`src/rtl/freq_meas_pkg.sv`:
```
// rtl/freq_meas_pkg.sv - shared state encoding for the fout period meter
package freq_meas_pkg;

    localparam int STATE_W = 3;

    typedef logic [STATE_W-1:0] state_t;

    localparam logic [STATE_W-1:0] IDLE      = 3'd0;
    localparam logic [STATE_W-1:0] WAIT_LOW  = 3'd1;
    localparam logic [STATE_W-1:0] WAIT_RISE = 3'd2;
    localparam logic [STATE_W-1:0] MEASURE   = 3'd3;
    localparam logic [STATE_W-1:0] HOLD      = 3'd4;

endpackage

```
`src/rtl/edge_sync.sv`:
```
// rtl/edge_sync.sv - fin synchronizer with rising-edge detect
// clk  : system clock
// rst  : asynchronous active-high reset, all flops to 0
// d    : asynchronous input (divider fout)
// s    : synchronized level
// rise : one-cycle pulse on a synchronized 0->1 transition
module edge_sync #(
    parameter int SYNC_STAGES = 2
) (
    input  logic clk,
    input  logic rst,
    input  logic d,
    output logic s,
    output logic rise
);

    logic [SYNC_STAGES-1:0] sync_q;
    logic                   s_prev;

    always_ff @(posedge clk or posedge rst) begin
        if (rst) begin
            sync_q <= '0;
            s_prev <= 1'b0;
        end else begin
            sync_q <= {sync_q[SYNC_STAGES-2:0], d};
            s_prev <= sync_q[SYNC_STAGES-1];
        end
    end

    assign s    = sync_q[SYNC_STAGES-1];
    assign rise = s & ~s_prev;

endmodule

```
`src/rtl/fout_period_meter.sv`:
```
// rtl/fout_period_meter.sv - measures one fout period and its high time in clk cycles
// clk        : system clock
// RST        : asynchronous active-high reset
// fin        : divided clock under test
// start      : one-cycle measurement request, honoured only in IDLE
// meas_ready : consumer accepts the result
// meas_valid : result available, period/high_time stable while set
// period     : clk cycles rising edge to rising edge
// high_time  : clk cycles fin was high within that period
// busy       : any state other than IDLE
// timeout    : sticky, last measurement aborted by the watchdog
module fout_period_meter
    import freq_meas_pkg::*;
#(
    parameter int WIDTH       = 32,
    parameter int SYNC_STAGES = 2,
    parameter int MAX_CYCLES  = 1000000
) (
    input  logic             clk,
    input  logic             RST,
    input  logic             fin,
    input  logic             start,
    input  logic             meas_ready,
    output logic             meas_valid,
    output logic [WIDTH-1:0] period,
    output logic [WIDTH-1:0] high_time,
    output logic             busy,
    output logic             timeout
);

    // wd is compared before incrementing, so the abort happens on the
    // MAX_CYCLES-th active cycle rather than one later.
    localparam logic [WIDTH-1:0] WD_LAST = WIDTH'(MAX_CYCLES - 1);

    state_t           state;
    logic [WIDTH-1:0] cnt;
    logic [WIDTH-1:0] hi;
    logic [WIDTH-1:0] wd;
    logic             s;
    logic             rise;
    logic             wd_expired;

    edge_sync #(
        .SYNC_STAGES(SYNC_STAGES)
    ) u_edge_sync (
        .clk (clk),
        .rst (RST),
        .d   (fin),
        .s   (s),
        .rise(rise)
    );

    assign wd_expired = (wd == WD_LAST);
    assign busy       = (state != IDLE);

    always_ff @(posedge clk or posedge RST) begin
        if (RST) begin
            state      <= IDLE;
            cnt        <= '0;
            hi         <= '0;
            wd         <= '0;
            period     <= '0;
            high_time  <= '0;
            meas_valid <= 1'b0;
            timeout    <= 1'b0;
        end else begin
            case (state)
                IDLE: begin
                    if (start) begin
                        state   <= WAIT_LOW;
                        timeout <= 1'b0;
                        wd      <= '0;
                    end
                end

                // Starting while fin is already high would measure a
                // truncated first pulse, so wait for a low level first.
                WAIT_LOW: begin
                    if (wd_expired) begin
                        state   <= IDLE;
                        timeout <= 1'b1;
                    end else begin
                        wd <= wd + 1'b1;
                        if (!s) begin
                            state <= WAIT_RISE;
                        end
                    end
                end

                // The rising-edge cycle itself is the first cycle of the
                // period and is high, hence both counters start at 1.
                WAIT_RISE: begin
                    if (wd_expired) begin
                        state   <= IDLE;
                        timeout <= 1'b1;
                    end else begin
                        wd <= wd + 1'b1;
                        if (rise) begin
                            state <= MEASURE;
                            cnt   <= WIDTH'(1);
                            hi    <= WIDTH'(1);
                        end
                    end
                end

                // A closing edge wins over a simultaneous watchdog expiry:
                // the period is complete, so report it.
                MEASURE: begin
                    if (rise) begin
                        period     <= cnt;
                        high_time  <= hi;
                        meas_valid <= 1'b1;
                        state      <= HOLD;
                    end else if (wd_expired) begin
                        state   <= IDLE;
                        timeout <= 1'b1;
                    end else begin
                        wd  <= wd + 1'b1;
                        cnt <= cnt + 1'b1;
                        hi  <= hi + {{(WIDTH-1){1'b0}}, s};
                    end
                end

                HOLD: begin
                    if (meas_ready) begin
                        meas_valid <= 1'b0;
                        state      <= IDLE;
                    end
                end

                default: begin
                    state      <= IDLE;
                    meas_valid <= 1'b0;
                end
            endcase
        end
    end

endmodule

```
`config.mk`:
```
export PLATFORM = sky130hd
export DESIGN_NAME = fout_period_meter
export DESIGN_NICKNAME = d
export VERILOG_FILES = /design/src/rtl/freq_meas_pkg.sv /design/src/rtl/edge_sync.sv /design/src/rtl/fout_period_meter.sv
export SDC_FILE = /design/constraint.sdc
export NUM_CORES = 1
export LEC_CHECK = 0
export CORE_MARGIN = 5
export CORE_UTILIZATION = 50
export CTS_CLUSTER_DIAMETER = 50
export DETAILED_ROUTE_END_ITERATION = 16
export PLACE_DENSITY = 0.71
export SYNTH_ARGS = -nofsm -noshare
export SYNTH_HDL_FRONTEND = slang
export SYNTH_HIERARCHICAL = 1
export SYNTH_SLANG_ARGS = --single-unit
```
`constraint.sdc`:
```
create_clock -name clk -period 11 [get_ports clk]
set_input_delay 1.65 -clock clk [delete_from_list [all_inputs] [get_ports clk]]
set_output_delay 1.65 -clock clk [all_outputs]
set_load 0.005 [all_outputs]
```
==> tab_implementation.tex, run 1 <==
\begin{tabular}{lr}
\hline
Metric & Value \\
\hline
\multicolumn{2}{l}{\textbf{Timing}} \\
Max frequency & roughly 280 MHz \\
Number of hold violations in the final report & 0 \\
Setup repair after global routing missed its margin & no \\
Measured slew at the worst slew-check pin & 1.066 ns \\
Post-layout min period & between 3 and 4 ns \\
Final-layout worst hold slack & 0.3661 ns \\
Final setup skew & 0.007585 ns \\
Relative slew slack & 28.88\% \\
Post-Route Setup TNS & 0 ns \\
Slew Limit Fails & 0 \\
Final Cycle Share & 32.52\% \\
Final setup fails & 0 \\
\multicolumn{2}{l}{\textbf{Hold path}} \\
Worst hold path type & reg2reg \\
\multicolumn{2}{l}{\textbf{Clock tree}} \\
TritonCTS buffer count & 17 \\
Hold-fix buffer count after cts & 0 \\
Clock tree from TritonCTS & built \\
Maximum buffer depth of the clock tree & 2 \\
Resized cells post-CTS & 0 \\
Post-CTS repair timing setup buffer count & 0 \\
Sinks on the clock net & 168 \\
\# H-tree levels & 4 \\
Clock transition at path regs & 0.06 ns \\
Worst-Skew Late Latency & about 0.43 ns \\
Clock root buffer & clkbuf\_16 \\
\multicolumn{2}{l}{\textbf{Outcome}} \\
Status & finished, final reports clean \\
\multicolumn{2}{l}{\textbf{Global routing}} \\
Largest net degree at the start of global routing & 106 \\
Number of antenna violations at the first check in global routing & 0 \\
Combined global-route utilization of all metal layers & 20.22\% \\
Vias in the first global route & approximately 6000 \\
Grt ovf & 0 \\
First-pass GRT wire length & 30090 um \\
\multicolumn{2}{l}{\textbf{Setup path}} \\
CP Cell Sequence & or3\_1 > clkdlybuf4s50\_1 \\
Critical path class & reg2out \\
Critical path peak fanout & 16 \\
Startpoint Class & flip-flop \\
Critical Path Slowest Stage Cell & dfrtp\_1 \\
Crit-path max cell delay & roughly 0.58 ns \\
CP required & 9.35 ns \\
Worst endpoint data arrival time & 1.93 ns \\
Critical path's top delay family & flip-flops \\
Number of buffers and inverters on the critical path & 1 \\
Kind of end point of the critical path & primary output \\
\multicolumn{2}{l}{\textbf{Yosys}} \\
Register area share after synthesis & 53.05\% \\
Distinct cell type count of the synthesized netlist & 48 \\
Syn Area/Cell & 10.39 um\^{}2 \\
Share of flip-flops with an asynchronous set or reset after synthesis & 100.0\% \\
Syn\_nets & around 770 \\
Flop and latch count out of synthesis & 168 \\
Synth Instances & 763 \\
Synth warn & 6 \\
Total standard cell area after synthesis & $\sim$8000 um\^{}2 \\
Flip-flop cell with the highest count after synthesis & dfrtp\_1 \\
Count of flip-flops with a built-in enable after synthesis & 0 \\
\multicolumn{2}{l}{\textbf{Power and ir drop}} \\
Leakage power of the design & just over 4 nW \\
Worst voltage drop across the vdd grid & 0.1343 mV \\
Overall power & 0.001673 W \\
Power Density & 177.7 nW/um\^{}2 \\
\multicolumn{2}{l}{\textbf{Floorplanning}} \\
Height of the die & about 140 um \\
Die area & 18470 um\^{}2 \\
Placeable core area & approximately 16000 um\^{}2 \\
Chip width & 135.9 um \\
Number of rows in the core area & 46 \\
Boundary pin count & 72 \\
Initial Util & 50.44\% \\
\multicolumn{2}{l}{\textbf{Route}} \\
Length of the first detailed-routing pass in iterations & 7 \\
DRC violation total after the first TritonRoute iteration & 459 \\
Average wire length per cell after detail routing & 16.96 um \\
Via total after detailed routing & 6097 \\
Post-Route WL & 17770 um \\
Number of vias per cell after detailed routing & 5.818 \\
Antenna-violating nets left & 0 \\
\# DRC & 0 \\
\multicolumn{2}{l}{\textbf{Placement}} \\
Count of placed standard cells including taps & roughly 1000 \\
Detail Placement HPWL & 11820 um \\
PortBufs & 71 \\
RePlAce Congestion & around 0.85 \\
\multicolumn{2}{l}{\textbf{Cells and area}} \\
Antenna cell count & 0 \\
Final layout net count & 828 \\
Finished Core Util & between 50 and 60\% \\
Layout filler cell count & 1266 \\
Fin cells & 1048 \\
Fraction of final layout cells with drive strength greater than 1 & 13.22\% \\
Post-synthesis to final-layout area growth & 18.85\% \\
\multicolumn{2}{l}{\textbf{Run}} \\
Max-cap violation count & 0 \\
\hline
\end{tabular}
## cells by family (layout without fill, tap and decap cells)
family | after synthesis | after routing | synth area share (%)
XOR/XNOR | 35 | 35 | 3.868
AO/OA/AOI/OAI | 152 | 152 | 11.34
AND/OR/NAND/NOR | 295 | 295 | 19.37
adder cells (fa/ha/maj) | 4 | 4 | 0.6315
flip-flops | 168 | 168 | 53.05
buffers and inverters | 48 | 117 | 3.079
multiplexers | 61 | 61 | 8.668
## cells in the mapped netlist (4+ instances only)
cell	number	area share, %
or3_1	6	0.47
nand3_1	31	2.0
buf_6	5	0.71
nor3_1	22	1.4
xor2_1	16	1.8
inv_1	9	0.43
o31ai_1	24	2.3
xnor2_1	19	2.1
nor4_1	7	0.55
clkbuf_2	4	0.25
nor4_2	4	0.63
or4_1	4	0.38
o21ai_0	77	4.9
buf_2	14	0.88
o21ai_1	5	0.32
nor2_1	70	3.3
nand2_1	72	3.4
a22oi_1	4	0.38
mux2_2	61	8.7
and4_1	10	1.1
o41ai_1	4	0.44
ha_1	4	0.63
a21oi_1	17	1.1
nand4_1	20	1.6
dfrtp_1	168	53
clkbuf_1	15	0.71
and3_1	22	1.7
and2_1	12	0.95
a31oi_1	13	1.0
## state kept, by name, indices dropped and copies added (netlist names)
name                cells
timeout                 1
wd                     32
u_edge_sync/sync_q      2
meas_valid              1
cnt                    32
u_edge_sync/s_prev      1
high_time              32
hi                     32
state                   3
period                 32
## routing by layer
layer / vias to the layer above / global-route usage [%] / part of all wire (%)
li1: 2860 / - / -
met1: 3048 / 26.24 / 44
met2: 165 / 33.77 / 50
met3: 24 / 3.849 / 4.2
met4: 0 / 7.839 / 1.5
met5: - / 0 / 0
## worst paths after layout
check | from | slack, ns | to | cells after the start
setup / recovery | state[0] | 7.42 | busy | 2
setup reg to reg | wd[0] | 7.61 | hi[24] | 7
min in group asynchronous | RST | 1.55 | u_edge_sync/sync_q[0] | 2
hold / removal | u_edge_sync/sync_q[0] | 0.37 | u_edge_sync/sync_q[1] | 0
max in group asynchronous | RST | 7.84 | high_time[25] | 3
hold reg to reg | u_edge_sync/sync_q[0] | 0.37 | u_edge_sync/sync_q[1] | 0
## layout make-up
class	count	area [um^2]	share of cell area (%)
Clock buffer	25	485.5	5.154
Clock inverter	7	187.7	1.993
Inverter	9	38.79	0.4118
Multi-Input combinational cell	547	3485	37.00
Sequential cell	168	4204	44.63
Tap cell	216	270.3	2.869
Timing Repair Buffer	76	748.2	7.944
## layout by cell type, fill, tap and decap left out, drive strengths merged, types with 18 or more instances in the layout
master / instances
dfrtp: 168
o21ai: 82
nand2: 74
clkdlybuf4s50: 71
nor2: 70
mux2: 61
nand3: 33
clkbuf: 25
o31ai: 24
and3: 23
nor3: 22
nand4: 20
xnor2: 19
a21oi: 18
## worst register-to-register path, delay by kind of cell (launching register included)
family,cells,cell delay [ns]
simple gates,6,2.58
fa+ha+maj,1,0.25
flops,1,0.41
## power breakdown
| group | switching [W] | internal, W | leakage [nW] |
|---|---|---|---|
| Sequential | 0.0000447 | 0.000648 | 2.32 |
| Clock | 0.000235 | 0.000444 | 0.322 |
| Combinational | 0.000199 | 0.000102 | 1.48 |
## through the flow
stage / area, um^2 / setup WS [ns]
2_1_floorplan: 7925 / 4.888
3_3_place_gp: 8746 / 7.261
3_5_place_dp: 8746 / 7.209
4_1_cts: 9419 / 7.418
5_1_grt: 9419 / 7.268
6_report: 9419 / 7.422
No activity file was read; power rests on OpenSTA's default activity.
==> inputs of run 2 (changes only) <==
==> constraint.sdc (replaced) <==
create_clock -name clk -period 3.5 [get_ports clk]
set_input_delay 0.525 -clock clk [delete_from_list [all_inputs] [get_ports clk]]
set_output_delay 0.525 -clock clk [all_outputs]
set_load 0.005 [all_outputs]
==> run 2 against run 1 <==
Core utilization is 0.096 points lower; first-iteration DRC count grew 23%; non-clock buffer count rose by 5; critical endpoint is now cnt[20]; highest routed layer unchanged.
==> tab_implementation.tex, run 2 (same netlist as run 1, synthesis figures left out) <==
\begin{tabular}{lr}
\hline
Metric & Value \\
\hline
\multicolumn{2}{l}{\textbf{Cells and area}} \\
Antenna cell count & 0 (unchanged) \\
Final layout net count & 833 (was 828) \\
Top library cells by usage in the layout, fill and taps aside & dfrtp\_1 (168), o21ai\_0 (77), nand2\_1 (71), clkdlybuf4s50\_1 (71), nor2\_1 (70) (unchanged) \\
Post-synthesis to final-layout area growth & 18.66\% (was 18.85\%) \\
Fraction of final layout cells with drive strength greater than 1 & 14.00\% (was 13.22\%) \\
Leading cell type in the layout, fill and taps excluded & dfrtp\_1 (unchanged) \\
Layout filler cell count & 1284 (was 1266) \\
Fin cells & 1052 (was 1048) \\
Finished Core Util & 59.85\% (was 59.95\%) \\
\multicolumn{2}{l}{\textbf{Route}} \\
Number of vias per cell after detailed routing & 5.807 (was 5.818) \\
Length of the first detailed-routing pass in iterations & 5 (was 7) \\
\# DRC & 0 (unchanged) \\
Via total after detailed routing & 6109 (was 6097) \\
Average wire length per cell after detail routing & 16.65 um (was 16.96 um) \\
Post-Route WL & 17520 um (was 17770 um) \\
Antenna-violating nets left & 0 (unchanged) \\
DRC violation total after the first TritonRoute iteration & 563 (was 459) \\
\multicolumn{2}{l}{\textbf{Power and ir drop}} \\
Combinational power share & 19.4\% (was 18.0\%) \\
Cell-internal power & 0.003554 W (was 0.001195 W) \\
Leakage power of the design & 4.126 nW (was 4.124 nW) \\
Power Density & 538.0 nW/um\^{}2 (was 177.7 nW/um\^{}2) \\
Switching share of power & 29.76\% (was 28.61\%) \\
Switching power & 0.001506 W (was 0.0004787 W) \\
Sequential Power Share & 43.0\% (was 41.4\%) \\
Worst voltage drop across the vdd grid & 0.4026 mV (was 0.1343 mV) \\
Clk network pwr share & 37.7\% (was 40.6\%) \\
Overall power & 0.005060 W (was 0.001673 W) \\
\multicolumn{2}{l}{\textbf{Floorplanning}} \\
Boundary pin count & 72 (unchanged) \\
Chip width & 135.9 um (unchanged) \\
Initial Util & 50.44\% (unchanged) \\
Die area & 18470 um\^{}2 (unchanged) \\
Number of rows in the core area & 46 (unchanged) \\
Height of the die & 135.9 um (unchanged) \\
Placeable core area & 15710 um\^{}2 (unchanged) \\
\multicolumn{2}{l}{\textbf{Placement}} \\
PortBufs & 71 (unchanged) \\
Detail Placement HPWL & 11930 um (was 11820 um) \\
RePlAce Congestion & 0.8405 (was 0.8454) \\
Count of placed standard cells including taps & 1021 (was 1016) \\
\multicolumn{2}{l}{\textbf{Clock tree}} \\
Sinks on the clock net & 168 (unchanged) \\
Clock tree from TritonCTS & built (unchanged) \\
Worst-Skew Late Latency & 0.43 ns (about the same) \\
Maximum buffer depth of the clock tree & 2 (unchanged) \\
\# H-tree levels & 4 (unchanged) \\
Post-CTS repair timing setup buffer count & 0 (unchanged) \\
Clock transition at path regs & 0.06 ns (about the same) \\
Clock root buffer & clkbuf\_16 (unchanged) \\
Hold-fix buffer count after cts & 0 (unchanged) \\
TritonCTS buffer count & 17 (unchanged) \\
Resized cells post-CTS & 0 (unchanged) \\
\multicolumn{2}{l}{\textbf{Timing}} \\
Final Cycle Share & 77.34\% \\
Final setup fails & 0 (unchanged) \\
Post-layout min period & 2.707 ns \\
Relative slew slack & 34.56\% (was 28.88\%) \\
Measured slew at the worst slew-check pin & 0.9741 ns (was 1.066 ns) \\
Final setup skew & 0.007349 ns (was 0.007585 ns) \\
Max frequency & 369.4 MHz \\
Slew Limit Fails & 0 (unchanged) \\
Number of hold violations in the final report & 0 (unchanged) \\
Post-Route Setup TNS & 0 ns (unchanged) \\
Final-layout worst hold slack & 0.3599 ns (was 0.3661 ns) \\
Setup repair after global routing missed its margin & no (unchanged) \\
\multicolumn{2}{l}{\textbf{Setup path}} \\
Kind of end point of the critical path & flip-flop (was primary output) \\
Crit-path max cell delay & 0.68 ns (was 0.58 ns) \\
CP required & 3.82 ns (was 9.35 ns) \\
Critical path peak fanout & 19 (was 16) \\
Critical Path Slowest Stage Cell & and2\_1 (was dfrtp\_1) \\
Startpoint Class & flip-flop (unchanged) \\
Worst endpoint data arrival time & 3.03 ns (was 1.93 ns) \\
Critical path class & reg2reg (was reg2out) \\
CP Cell Sequence & ha\_1 > nand3\_1 > nand4bb\_1 > or3\_1 > and2\_1 > nand2\_1 > o31ai\_1 (was or3\_1 > clkdlybuf4s50\_1) \\
\multicolumn{2}{l}{\textbf{Global routing}} \\
Combined global-route utilization of all metal layers & 20.16\% (was 20.22\%) \\
First-pass GRT wire length & 30020 um (was 30090 um) \\
Number of antenna violations at the first check in global routing & 0 (unchanged) \\
Grt ovf & 0 (unchanged) \\
Vias in the first global route & 6089 (was 6147) \\
Largest net degree at the start of global routing & 95 (was 106) \\
\multicolumn{2}{l}{\textbf{Hold path}} \\
Worst hold path type & reg2reg (unchanged) \\
\multicolumn{2}{l}{\textbf{Outcome}} \\
Status & finished, final reports clean (unchanged) \\
\multicolumn{2}{l}{\textbf{Run}} \\
Max-cap violation count & 0 (unchanged) \\
\hline
\end{tabular}
==> run 2: changes by cell type in the layout (fill, tap and decap cells not counted), sizes merged <==
| cell | delta |
|---|---|
| buf | +5 |
| bufinv | -3 |
| clkbuf | -3 |
| clkinv | +5 |
| clkinvlp | +1 |
| inv | -1 |
==> run 2: final timing paths <==
| path | startpoint | to | slack, ns | cells past startpoint |
|---|---|---|---|---|
| max | wd[0] | cnt[20] | 0.79 | 7 |
| min | u_edge_sync/sync_q[0] | u_edge_sync/sync_q[1] | 0.36 | 0 |
| max reg2reg | wd[0] | cnt[20] | 0.79 | 7 |
| min reg2reg | u_edge_sync/sync_q[0] | u_edge_sync/sync_q[1] | 0.36 | 0 |
| max in group asynchronous | RST | cnt[24] | 2.43 | 3 |
| min in group asynchronous | RST | u_edge_sync/sync_q[1] | 0.38 | 2 |
==> run 2: final cells by class <==
type                    count  area (um^2)  area share (%)
flip-flops and latches    168         4204           44.70
multi-input cells         547         3485           37.05
repair buffers             81        810.8           8.622
clock buffers              22        474.2           5.043
well taps                 216        270.3           2.874
clock inverters             9        122.6           1.304
inverters                   9        37.54          0.3991
==> run 2: metal layers <==
layer	up-vias	share of wire [%]	track usage [%]
li1	2868	-	-
met1	3057	44	27.23
met2	156	50	32.61
met3	28	4.1	3.738
met4	0	2.0	7.671
met5	-	0	0
==> run 2: metrics by stage <==
stage / instance area (um^2) / setup WS, ns
6_report: 9404 / 0.7931
5_1_grt: 9404 / 0.6251
4_1_cts: 9404 / 0.7984
3_5_place_dp: 8807 / 0.8176
3_3_place_gp: 8807 / 0.8491
2_1_floorplan: 7929 / 0.8762
==> run 2: worst max-delay path: cells and delay by family, from the launching register on <==
kind | cells | cell delay (ns)
flip-flops | 1 | 0.41
AND/OR/NAND/NOR | 5 | 1.63
adder cells (fa/ha/maj) | 1 | 0.24
AO/OA/AOI/OAI | 1 | 0.31
==> run 2: power by group through the flow <==
stage,registers (W),logic (W),clock network [W]
detailed placement,0.00221,0.000979,0
CTS,0.00217,0.000987,0.00193
global route,0.00219,0.00110,0.00202
floorplan,0.00214,0.000771,0
global placement,0.00220,0.000945,0
finish,0.00217,0.000979,0.00191
